## config.mk

```make
export PLATFORM = sky130hd
export DESIGN_NAME = id_stage_pipe_flat
export DESIGN_NICKNAME = d
export VERILOG_FILES = /design/src/rtl/id_stage_pipe_pkg.sv /design/src/rtl/id_stage_pipe_if.sv /design/src/rtl/id_stage_pipe_rf.sv /design/src/rtl/id_stage_pipe.sv /design/src/flat_wrapper.sv
export SDC_FILE = /design/constraint.sdc
export NUM_CORES = 2
export LEC_CHECK = 0
export CAP_MARGIN = 20
export CORE_MARGIN = 10
export CORE_UTILIZATION = 40
export DETAILED_ROUTE_END_ITERATION = 7
export PLACE_DENSITY = 0.55
export SLEW_MARGIN = 20
export SYNTH_ARGS = -nofsm -noshare
export SYNTH_HDL_FRONTEND = slang
export SYNTH_SLANG_ARGS = --single-unit
```

## constraint.sdc

```tcl
create_clock -name clock -period 3.3 [get_ports clock]
set_input_delay 0.66 -clock clock [delete_from_list [all_inputs] [get_ports clock]]
set_output_delay 0.66 -clock clock [all_outputs]
set_load 0.02 [all_outputs]
```

## src/rtl/id_stage_pipe_pkg.sv

```systemverilog
`default_nettype none
// ============================================================================
// Package : id_pkg
// Purpose : Shared constants for the MIPS ID stage: opcode encodings and the
//           bit positions of the instruction fields.
// Rev     : 1.0  initial release
// ============================================================================
package id_pkg;

  // Opcode encodings (instr[31:26])
  localparam logic [5:0] OP_RTYPE = 6'd0;
  localparam logic [5:0] OP_BEQ   = 6'd4;
  localparam logic [5:0] OP_BNE   = 6'd5;
  localparam logic [5:0] OP_ADDI  = 6'd8;
  localparam logic [5:0] OP_SLTI  = 6'd10;
  localparam logic [5:0] OP_ANDI  = 6'd12;
  localparam logic [5:0] OP_ORI   = 6'd13;
  localparam logic [5:0] OP_XORI  = 6'd14;
  localparam logic [5:0] OP_LW    = 6'd35;
  localparam logic [5:0] OP_SW    = 6'd43;

  // Instruction field bit positions
  localparam int F_OPC_MSB   = 31;
  localparam int F_OPC_LSB   = 26;
  localparam int F_RS_MSB    = 25;
  localparam int F_RS_LSB    = 21;
  localparam int F_RT_MSB    = 20;
  localparam int F_RT_LSB    = 16;
  localparam int F_RD_MSB    = 15;
  localparam int F_RD_LSB    = 11;
  localparam int F_FUNCT_MSB = 5;
  localparam int F_FUNCT_LSB = 0;
  localparam int F_IMM_MSB   = 15;
  localparam int F_IMM_LSB   = 0;
  localparam int F_JIDX_MSB  = 25;
  localparam int F_JIDX_LSB  = 0;

endpackage : id_pkg
`default_nettype wire

```

## src/rtl/id_stage_pipe_if.sv

```systemverilog
`default_nettype none
// ============================================================================
// Interface : id_stage_pipe_if
// Purpose   : Bundles the IF/ID inputs, the WB write-back port and the ID/EX
//             outputs of the decode stage.
//   slave  modport : used by id_stage_pipe (consumes IF/WB, drives ex_*/stall)
//   master modport : used by the surrounding pipeline / testbench
// Params    : DATA_W datapath width
// Rev       : 1.0  initial release
// ============================================================================
interface id_stage_pipe_if #(
  parameter int DATA_W = 32
);
  // IF/ID side
  logic [31:0]       instr_in;
  logic [DATA_W-1:0] pc4_in;
  logic              if_valid;
  logic              flush;
  // WB write-back
  logic              wb_we;
  logic [4:0]        wb_addr;
  logic [DATA_W-1:0] wb_data;
  // Hazard
  logic              stall;
  // ID/EX register
  logic              ex_valid;
  logic [DATA_W-1:0] ex_rs_data;
  logic [DATA_W-1:0] ex_rt_data;
  logic [DATA_W-1:0] ex_imm;
  logic [DATA_W-1:0] ex_jtarget;
  logic [DATA_W-1:0] ex_pc4;
  logic [4:0]        ex_rs;
  logic [4:0]        ex_rt;
  logic [4:0]        ex_dst;
  logic [5:0]        ex_funct;
  logic [5:0]        ex_opcode;
  logic              ex_reg_write;
  logic              ex_mem_read;
  logic              ex_mem_write;

  modport slave (
    input  instr_in, pc4_in, if_valid, flush, wb_we, wb_addr, wb_data,
    output stall, ex_valid, ex_rs_data, ex_rt_data, ex_imm, ex_jtarget, ex_pc4,
           ex_rs, ex_rt, ex_dst, ex_funct, ex_opcode,
           ex_reg_write, ex_mem_read, ex_mem_write
  );

  modport master (
    output instr_in, pc4_in, if_valid, flush, wb_we, wb_addr, wb_data,
    input  stall, ex_valid, ex_rs_data, ex_rt_data, ex_imm, ex_jtarget, ex_pc4,
           ex_rs, ex_rt, ex_dst, ex_funct, ex_opcode,
           ex_reg_write, ex_mem_read, ex_mem_write
  );

endinterface : id_stage_pipe_if
`default_nettype wire

```

## src/rtl/id_stage_pipe_rf.sv

```systemverilog
`default_nettype none
// ============================================================================
// Module  : reg_file_2r1w
// Purpose : Register file with 2 asynchronous read ports and 1 synchronous
//           write port. r0 and indices >= NUM_REGS always read 0.
// Ports   : clk, rst_n (async active-low, clears every register)
//           i_raddr1/o_rdata1, i_raddr2/o_rdata2 : read ports
//           i_we, i_waddr, i_wdata               : write port
// Config  : ID_FWD_EN - when defined, a read of the register being written
//           this cycle returns i_wdata (write-through bypass).
// Params  : DATA_W width, NUM_REGS register count (<= 32)
// Rev     : 1.0  initial release
// ============================================================================
module reg_file_2r1w #(
  parameter int DATA_W   = 32,
  parameter int NUM_REGS = 32
) (
  input  wire logic              clk,
  input  wire logic              rst_n,
  input  wire logic [4:0]        i_raddr1,
  input  wire logic [4:0]        i_raddr2,
  output logic      [DATA_W-1:0] o_rdata1,
  output logic      [DATA_W-1:0] o_rdata2,
  input  wire logic              i_we,
  input  wire logic [4:0]        i_waddr,
  input  wire logic [DATA_W-1:0] i_wdata
);

  // All 32 address slots exist as wires; only 1..NUM_REGS-1 are storage,
  // the rest are tied to zero so out-of-range reads naturally return 0.
  logic [DATA_W-1:0] w_regs [32];

  for (genvar gi = 0; gi < 32; gi++) begin : g_regs
    if (gi != 0 && gi < NUM_REGS) begin : g_live
      logic [DATA_W-1:0] r_q;
      always_ff @(posedge clk or negedge rst_n) begin
        if (!rst_n)
          r_q <= '0;
        else if (i_we && (i_waddr == 5'(gi)))
          r_q <= i_wdata;
      end
      assign w_regs[gi] = r_q;
    end else begin : g_zero
      assign w_regs[gi] = '0;
    end
  end

  logic [DATA_W-1:0] w_rd1;
  logic [DATA_W-1:0] w_rd2;
  assign w_rd1 = w_regs[i_raddr1];
  assign w_rd2 = w_regs[i_raddr2];

`ifdef ID_FWD_EN
  // Only writes that actually land in storage are bypassed.
  logic w_wr_live;
  assign w_wr_live = i_we && (i_waddr != 5'd0) && (32'(i_waddr) < 32'(NUM_REGS));
  assign o_rdata1  = (w_wr_live && (i_waddr == i_raddr1)) ? i_wdata : w_rd1;
  assign o_rdata2  = (w_wr_live && (i_waddr == i_raddr2)) ? i_wdata : w_rd2;
`else
  assign o_rdata1 = w_rd1;
  assign o_rdata2 = w_rd2;
`endif

endmodule : reg_file_2r1w
`default_nettype wire

```

## src/rtl/id_stage_pipe.sv

```systemverilog
`default_nettype none
// ============================================================================
// Module  : id_stage_pipe
// Purpose : MIPS decode stage. Splits the instruction, reads the register
//           file, extends the immediate, decodes EX/MEM/WB controls and
//           registers everything into the ID/EX register (1-cycle latency).
//           Detects load-use hazards (stall + bubble) and honours flush.
// Ports   : clock, reset_n (async active-low)
//           bus (id_stage_pipe_if.slave): IF/ID inputs, WB write port,
//           combinational stall and the registered ex_* outputs.
// Config  : ID_FWD_EN - enables register-file write-through bypass.
// Params  : DATA_W (>= 32), NUM_REGS (<= 32)
// Rev     : 1.0  initial release
// ============================================================================
module id_stage_pipe
  import id_pkg::*;
#(
  parameter int DATA_W   = 32,
  parameter int NUM_REGS = 32
) (
  input  wire logic      clock,
  input  wire logic      reset_n,
  id_stage_pipe_if.slave bus
);

  // ---------------- field split ----------------
  logic [5:0]  w_opcode;
  logic [4:0]  w_rs;
  logic [4:0]  w_rt;
  logic [4:0]  w_rd;
  logic [5:0]  w_funct;
  logic [15:0] w_imm16;
  logic [25:0] w_jidx;

  assign w_opcode = bus.instr_in[F_OPC_MSB:F_OPC_LSB];
  assign w_rs     = bus.instr_in[F_RS_MSB:F_RS_LSB];
  assign w_rt     = bus.instr_in[F_RT_MSB:F_RT_LSB];
  assign w_rd     = bus.instr_in[F_RD_MSB:F_RD_LSB];
  assign w_funct  = bus.instr_in[F_FUNCT_MSB:F_FUNCT_LSB];
  assign w_imm16  = bus.instr_in[F_IMM_MSB:F_IMM_LSB];
  assign w_jidx   = bus.instr_in[F_JIDX_MSB:F_JIDX_LSB];

  // ---------------- register file ----------------
  logic [DATA_W-1:0] w_rs_data;
  logic [DATA_W-1:0] w_rt_data;

  reg_file_2r1w #(
    .DATA_W   (DATA_W),
    .NUM_REGS (NUM_REGS)
  ) u_rf (
    .clk      (clock),
    .rst_n    (reset_n),
    .i_raddr1 (w_rs),
    .i_raddr2 (w_rt),
    .o_rdata1 (w_rs_data),
    .o_rdata2 (w_rt_data),
    .i_we     (bus.wb_we),
    .i_waddr  (bus.wb_addr),
    .i_wdata  (bus.wb_data)
  );

  // ---------------- control decode ----------------
  logic w_is_rtype, w_is_lw, w_is_sw, w_is_beq, w_is_bne;
  logic w_is_addi, w_is_slti, w_is_andi, w_is_ori, w_is_xori;
  logic w_reg_write, w_mem_read, w_mem_write, w_uses_rt, w_zext;
  logic [4:0] w_dst;

  always_comb begin
    w_is_rtype  = (w_opcode == OP_RTYPE);
    w_is_lw     = (w_opcode == OP_LW);
    w_is_sw     = (w_opcode == OP_SW);
    w_is_beq    = (w_opcode == OP_BEQ);
    w_is_bne    = (w_opcode == OP_BNE);
    w_is_addi   = (w_opcode == OP_ADDI);
    w_is_slti   = (w_opcode == OP_SLTI);
    w_is_andi   = (w_opcode == OP_ANDI);
    w_is_ori    = (w_opcode == OP_ORI);
    w_is_xori   = (w_opcode == OP_XORI);
    w_reg_write = w_is_rtype | w_is_lw | w_is_addi | w_is_slti |
                  w_is_andi  | w_is_ori | w_is_xori;
    w_mem_read  = w_is_lw;
    w_mem_write = w_is_sw;
    // Instructions that actually consume the rt register value
    w_uses_rt   = w_is_rtype | w_is_beq | w_is_bne | w_is_sw;
    // Logical immediates are unsigned; everything else sign-extends
    w_zext      = w_is_andi | w_is_ori | w_is_xori;
    w_dst       = w_is_rtype ? w_rd : w_rt;
  end

  logic [DATA_W-1:0] w_imm;
  logic [DATA_W-1:0] w_jtarget;

  assign w_imm     = w_zext ? {{(DATA_W-16){1'b0}}, w_imm16}
                            : {{(DATA_W-16){w_imm16[15]}}, w_imm16};
  assign w_jtarget = {bus.pc4_in[DATA_W-1:28], w_jidx, 2'b00};

  // ---------------- ID/EX register state ----------------
  logic              r_ex_valid;
  logic [DATA_W-1:0] r_ex_rs_data;
  logic [DATA_W-1:0] r_ex_rt_data;
  logic [DATA_W-1:0] r_ex_imm;
  logic [DATA_W-1:0] r_ex_jtarget;
  logic [DATA_W-1:0] r_ex_pc4;
  logic [4:0]        r_ex_rs;
  logic [4:0]        r_ex_rt;
  logic [4:0]        r_ex_dst;
  logic [5:0]        r_ex_funct;
  logic [5:0]        r_ex_opcode;
  logic              r_ex_reg_write;
  logic              r_ex_mem_read;
  logic              r_ex_mem_write;

  // ---------------- load-use hazard ----------------
  // A load in EX whose destination feeds this instruction forces one bubble.
  // Flush wins: the instruction is being squashed anyway, so no stall.
  logic w_stall;
  logic w_issue;

  assign w_stall = bus.if_valid & r_ex_valid & r_ex_mem_read & (r_ex_dst != 5'd0) &
                   ((r_ex_dst == w_rs) | (w_uses_rt & (r_ex_dst == w_rt))) &
                   ~bus.flush;
  assign w_issue = bus.if_valid & ~w_stall & ~bus.flush;

  always_ff @(posedge clock or negedge reset_n) begin
    if (!reset_n) begin
      r_ex_valid     <= 1'b0;
      r_ex_rs_data   <= '0;
      r_ex_rt_data   <= '0;
      r_ex_imm       <= '0;
      r_ex_jtarget   <= '0;
      r_ex_pc4       <= '0;
      r_ex_rs        <= '0;
      r_ex_rt        <= '0;
      r_ex_dst       <= '0;
      r_ex_funct     <= '0;
      r_ex_opcode    <= '0;
      r_ex_reg_write <= 1'b0;
      r_ex_mem_read  <= 1'b0;
      r_ex_mem_write <= 1'b0;
    end else if (w_issue) begin
      r_ex_valid     <= 1'b1;
      r_ex_rs_data   <= w_rs_data;
      r_ex_rt_data   <= w_rt_data;
      r_ex_imm       <= w_imm;
      r_ex_jtarget   <= w_jtarget;
      r_ex_pc4       <= bus.pc4_in;
      r_ex_rs        <= w_rs;
      r_ex_rt        <= w_rt;
      r_ex_dst       <= w_dst;
      r_ex_funct     <= w_funct;
      r_ex_opcode    <= w_opcode;
      r_ex_reg_write <= w_reg_write;
      r_ex_mem_read  <= w_mem_read;
      r_ex_mem_write <= w_mem_write;
    end else begin
      // Bubble: kill valid and controls, data fields simply hold
      r_ex_valid     <= 1'b0;
      r_ex_reg_write <= 1'b0;
      r_ex_mem_read  <= 1'b0;
      r_ex_mem_write <= 1'b0;
    end
  end

  // ---------------- outputs ----------------
  assign bus.stall        = w_stall;
  assign bus.ex_valid     = r_ex_valid;
  assign bus.ex_rs_data   = r_ex_rs_data;
  assign bus.ex_rt_data   = r_ex_rt_data;
  assign bus.ex_imm       = r_ex_imm;
  assign bus.ex_jtarget   = r_ex_jtarget;
  assign bus.ex_pc4       = r_ex_pc4;
  assign bus.ex_rs        = r_ex_rs;
  assign bus.ex_rt        = r_ex_rt;
  assign bus.ex_dst       = r_ex_dst;
  assign bus.ex_funct     = r_ex_funct;
  assign bus.ex_opcode    = r_ex_opcode;
  assign bus.ex_reg_write = r_ex_reg_write;
  assign bus.ex_mem_read  = r_ex_mem_read;
  assign bus.ex_mem_write = r_ex_mem_write;

endmodule : id_stage_pipe
`default_nettype wire

```

## src/flat_wrapper.sv

```systemverilog
// flat-port wrapper written by rule: the top's interface ports become plain ports
module id_stage_pipe_flat import id_pkg::*;
#(
  parameter int DATA_W   = 32,
  parameter int NUM_REGS = 32
)
  (clock, reset_n, bus_instr_in, bus_pc4_in, bus_if_valid, bus_flush, bus_wb_we, bus_wb_addr, bus_wb_data, bus_stall, bus_ex_valid, bus_ex_rs_data, bus_ex_rt_data, bus_ex_imm, bus_ex_jtarget, bus_ex_pc4, bus_ex_rs, bus_ex_rt, bus_ex_dst, bus_ex_funct, bus_ex_opcode, bus_ex_reg_write, bus_ex_mem_read, bus_ex_mem_write);
  id_stage_pipe_if #(.DATA_W(DATA_W)) bus_i ();
  input  wire logic clock;
  input  wire logic reset_n;
  input wire logic [$bits(bus_i.instr_in)-1:0] bus_instr_in;
  input wire logic [$bits(bus_i.pc4_in)-1:0] bus_pc4_in;
  input wire logic [$bits(bus_i.if_valid)-1:0] bus_if_valid;
  input wire logic [$bits(bus_i.flush)-1:0] bus_flush;
  input wire logic [$bits(bus_i.wb_we)-1:0] bus_wb_we;
  input wire logic [$bits(bus_i.wb_addr)-1:0] bus_wb_addr;
  input wire logic [$bits(bus_i.wb_data)-1:0] bus_wb_data;
  output wire logic [$bits(bus_i.stall)-1:0] bus_stall;
  output wire logic [$bits(bus_i.ex_valid)-1:0] bus_ex_valid;
  output wire logic [$bits(bus_i.ex_rs_data)-1:0] bus_ex_rs_data;
  output wire logic [$bits(bus_i.ex_rt_data)-1:0] bus_ex_rt_data;
  output wire logic [$bits(bus_i.ex_imm)-1:0] bus_ex_imm;
  output wire logic [$bits(bus_i.ex_jtarget)-1:0] bus_ex_jtarget;
  output wire logic [$bits(bus_i.ex_pc4)-1:0] bus_ex_pc4;
  output wire logic [$bits(bus_i.ex_rs)-1:0] bus_ex_rs;
  output wire logic [$bits(bus_i.ex_rt)-1:0] bus_ex_rt;
  output wire logic [$bits(bus_i.ex_dst)-1:0] bus_ex_dst;
  output wire logic [$bits(bus_i.ex_funct)-1:0] bus_ex_funct;
  output wire logic [$bits(bus_i.ex_opcode)-1:0] bus_ex_opcode;
  output wire logic [$bits(bus_i.ex_reg_write)-1:0] bus_ex_reg_write;
  output wire logic [$bits(bus_i.ex_mem_read)-1:0] bus_ex_mem_read;
  output wire logic [$bits(bus_i.ex_mem_write)-1:0] bus_ex_mem_write;
  assign bus_i.instr_in = bus_instr_in;
  assign bus_i.pc4_in = bus_pc4_in;
  assign bus_i.if_valid = bus_if_valid;
  assign bus_i.flush = bus_flush;
  assign bus_i.wb_we = bus_wb_we;
  assign bus_i.wb_addr = bus_wb_addr;
  assign bus_i.wb_data = bus_wb_data;
  assign bus_stall = bus_i.stall;
  assign bus_ex_valid = bus_i.ex_valid;
  assign bus_ex_rs_data = bus_i.ex_rs_data;
  assign bus_ex_rt_data = bus_i.ex_rt_data;
  assign bus_ex_imm = bus_i.ex_imm;
  assign bus_ex_jtarget = bus_i.ex_jtarget;
  assign bus_ex_pc4 = bus_i.ex_pc4;
  assign bus_ex_rs = bus_i.ex_rs;
  assign bus_ex_rt = bus_i.ex_rt;
  assign bus_ex_dst = bus_i.ex_dst;
  assign bus_ex_funct = bus_i.ex_funct;
  assign bus_ex_opcode = bus_i.ex_opcode;
  assign bus_ex_reg_write = bus_i.ex_reg_write;
  assign bus_ex_mem_read = bus_i.ex_mem_read;
  assign bus_ex_mem_write = bus_i.ex_mem_write;
  id_stage_pipe #(.DATA_W(DATA_W), .NUM_REGS(NUM_REGS)) u_core (.clock(clock), .reset_n(reset_n), .bus(bus_i));
endmodule
```

==> reports/results.ini <==
[outcome]
status = complete, no violations

[sta]
rsz0062_at_grt = false
layout_setup_ws_ns = 0.151
fmax_mhz = 318
worstMarginPinSlew_ns = 1.14
period_share_pct = 95.4
period_needed_ns = 3.15
setup_viol = 0
slew_viol_final = 0
skew_ns = 0.0332
hold_violations = 0
maxSlewHeadroom_pct = 23.7

[global_routing]
antenna_found_initial = 7
grt_max_degree = 108
grt_overflow = 0
grt_pass1_wl_mm = 292
grt_pass1_vias = 41200
grt.total_usage_pct = 24.0

[worst_setup_path]
max_stage_delay_ns = 0.49
crit_path_end_kind = primary output
critPathKind = flop to primary output
crit_path_start_kind = flop
critical_path_buf_inv_count = 1
cp_data_required_time_ns = 2.64
timing.critical_path.cells = xnor2_1, nand4_1, nor4_2, a41oi_1, nor3b_1, dlygate4sd2_1
cp_slowest_cell = dfrtp_1
critical-path-top-delay-family = simple AND/OR/NAND/NOR gates
cp_max_fo = 6
arrival_ns = 2.49

[pwr]
power_mw = 42.6
cellPowerDensity_nw_per_um2 = 602
ir_drop_mv = 0.507
p_leak_nw = 31.8

[clock_tree]
ctsHtreeMaxLevel = 4
cts_buffers = 137
root_buffer = clkbuf_16
clk_pin_slew_ns = 0.05
cts_tree = yes
cts_sinks = 1130
clock_latency_ns = 0.77
post_cts_buffers = 0
cts.path.max_buffers = 3

[synth]
synth_top_area_share_pct = 47.6
yosysMostFrequentCell = dfrtp_1
syn_avg_cell_area_um2 = 13.0
synthTopCellsByArea = dfrtp_1, mux2_2, mux2i_1
yosys_register_bits = 1130
ys.flop_type = dfrtp_1
async_reset_ff_share_pct = 100
yosysUniqueCellTypes = 51
synth_commonest_cells = dfrtp_1, mux2_2, mux2i_1, clkbuf_1, a22oi_1
yosysWarningCount = 0
synth_edf_count = 0
yosysSeqAreaShare_pct = 47.6
synthCells = 4585
synth_top_cell_by_area = dfrtp_1
syn_area_um2 = 59400

[place]
io_buffers = 295
dpl.hpwl_mm = 123
gp_congestion = 0.783
place_ws_ns = -0.161

[route]
routed_wl_mm = 201
dr.pass1.iters = 6
first_iter_violations = 3014
wl_per_cell_um = 29.5
ant_nets = 0
avgViaCountPerCell = 5.96
drcViolationCount = 0
via_count = 40600

[floorplanning]
ios = 298
initial_core_util_pct = 40.2
core_area_um2 = 148000
rows = 141
die_area_um2 = 164000
die_h_um = 405
dieWidth_um = 405

[cells_and_area]
finalCoreUtilization_pct = 47.9
area_delta_synth_final_pct = 19.1
fillerInstances = 13100
drive_gt1_share_pct = 36.8
multi_input_area_um2 = 29100
ff_latch_area_um2 = 28300
final_nets = 4894

[job]
timing.max_cap.violations = 0

[min_path]
hp-class = input pin to async pin

==> layout make-up <==
class | instances | share of cell area (%)
timing repair buffer | 566 | 9.09
clock buffer | 201 | 5.73
sequential | 1130 | 40.0
clock inverter | 36 | 0.639
inverter | 5 | 0.0336
antenna | 2 | 0.00708
tap | 1930 | 3.41
multi-input combinational | 2948 | 41.1
==> metrics by stage <==
step	hold WS, ns	cells	area, µm²	TNS (ns)
global route	0.408	6816	70700	0
CTS	0.377	6815	70700	0
finish	0.428	6818	70700	0
global placement	0.489	6577	66200	-0.253
floorplan	0.364	4586	59400	0
detailed placement	0.494	6577	66200	-0.161
==> kinds of logic (layout without fill, tap and decap cells) <==
kind of cell,after synthesis,in the layout,synth area share (%)
multiplexers,1961,1961,38.6
flip-flops,1130,1130,47.6
AO/OA/AOI/OAI,549,549,6.20
buffers and inverters,508,808,3.87
AND/OR/NAND/NOR,425,425,3.57
XOR/XNOR,11,11,0.162
other,1,4,0.00631
==> power breakdown <==
part           switching (mW)  internal (mW)
logic                    3.93           4.89
clock network            6.09           9.12
registers                1.99           16.6
==> state kept, by name (all words and copies together) (netlist names) <==
name	count
u_core.u_rf.g_regs.g_live.r_q	992
u_core.bus.ex_pc4	32
u_core.bus.ex_rs_data	32
u_core.bus.ex_rt_data	32
u_core.bus.ex_imm	12
u_core.bus.ex_opcode	6
u_core.bus.ex_dst	5
u_core.bus.ex_funct	5
u_core.bus.ex_rs	4
u_core.bus.ex_rt	4
u_core.bus.ex_jtarget	2
u_core.bus.ex_mem_read	1
u_core.bus.ex_mem_write	1
u_core.bus.ex_reg_write	1
u_core.bus.ex_valid	1
==> path summary, 6_finish.rpt <==
kind                                                start                                     to  slack (ns)  depth (start not counted)
worst max-delay path                 u_core.bus.ex_dst[3]                              bus_stall        0.15                          6
worst max register to register       u_core.bus.ex_dst[3]              u_core.bus.ex_rs_data[13]        0.71                          7
max in group asynchronous                         reset_n  u_core.u_rf.g_regs[25].g_live.r_q[10]        1.78                          3
worst min register to register  u_core.bus.ex_rs_data[20]              u_core.bus.ex_rs_data[20]        0.51                          1
worst min-delay path                              reset_n                u_core.bus.ex_opcode[0]        0.43                          2
min in group clock                       bus_instr_in[25]              u_core.bus.ex_jtarget[27]        0.43                          3
==> worst reg2reg max path, stage by stage, from the launching register on <==
cell      delay, ns
dfrtp_1        0.47
or4_1          0.53
o211ai_1       0.26
or4_1          0.20
nand3_4        0.12
inv_6          0.24
buf_12         0.25
mux2_2         0.42
==> repair_timing <==
item,in CTS,in global routing
gates resized for setup,2,1
endpoints found under the setup margin,1,1
hold buffers,1,0
pin swaps,0,0
endpoints found under the hold margin,21,0
==> per-layer routing <==
metal | GRT usage, % | routed length, µm
met3 | 4.16 | 11400
met5 | 0 | 46
met2 | 38.4 | 93600
met4 | 7.61 | 6290
met1 | 33.0 | 89900
==> placed cells by master (no fill, tap or decap), types with 8 or more instances in the layout <==
cell	n
buf_12	115
o21bai_1	61
dfrtp_1	1129
nand3_1	126
mux4_2	132
clkbuf_16	141
mux2i_1	698
clkdlybuf4s50_1	283
nand4_1	69
bufinv_16	8
buf_4	154
a21oi_1	162
mux2_2	1060
a211oi_1	36
mux2_1	12
nor2_1	16
xnor2_1	8
a22oi_1	189
clkinv_2	16
clkbuf_1	30
o22ai_1	62
nand2_1	136
clkbuf_8	31
mux2_4	59
nor2_4	12
nand2_2	8
o2bb2ai_1	26
(Power assumes the default switching activity.)
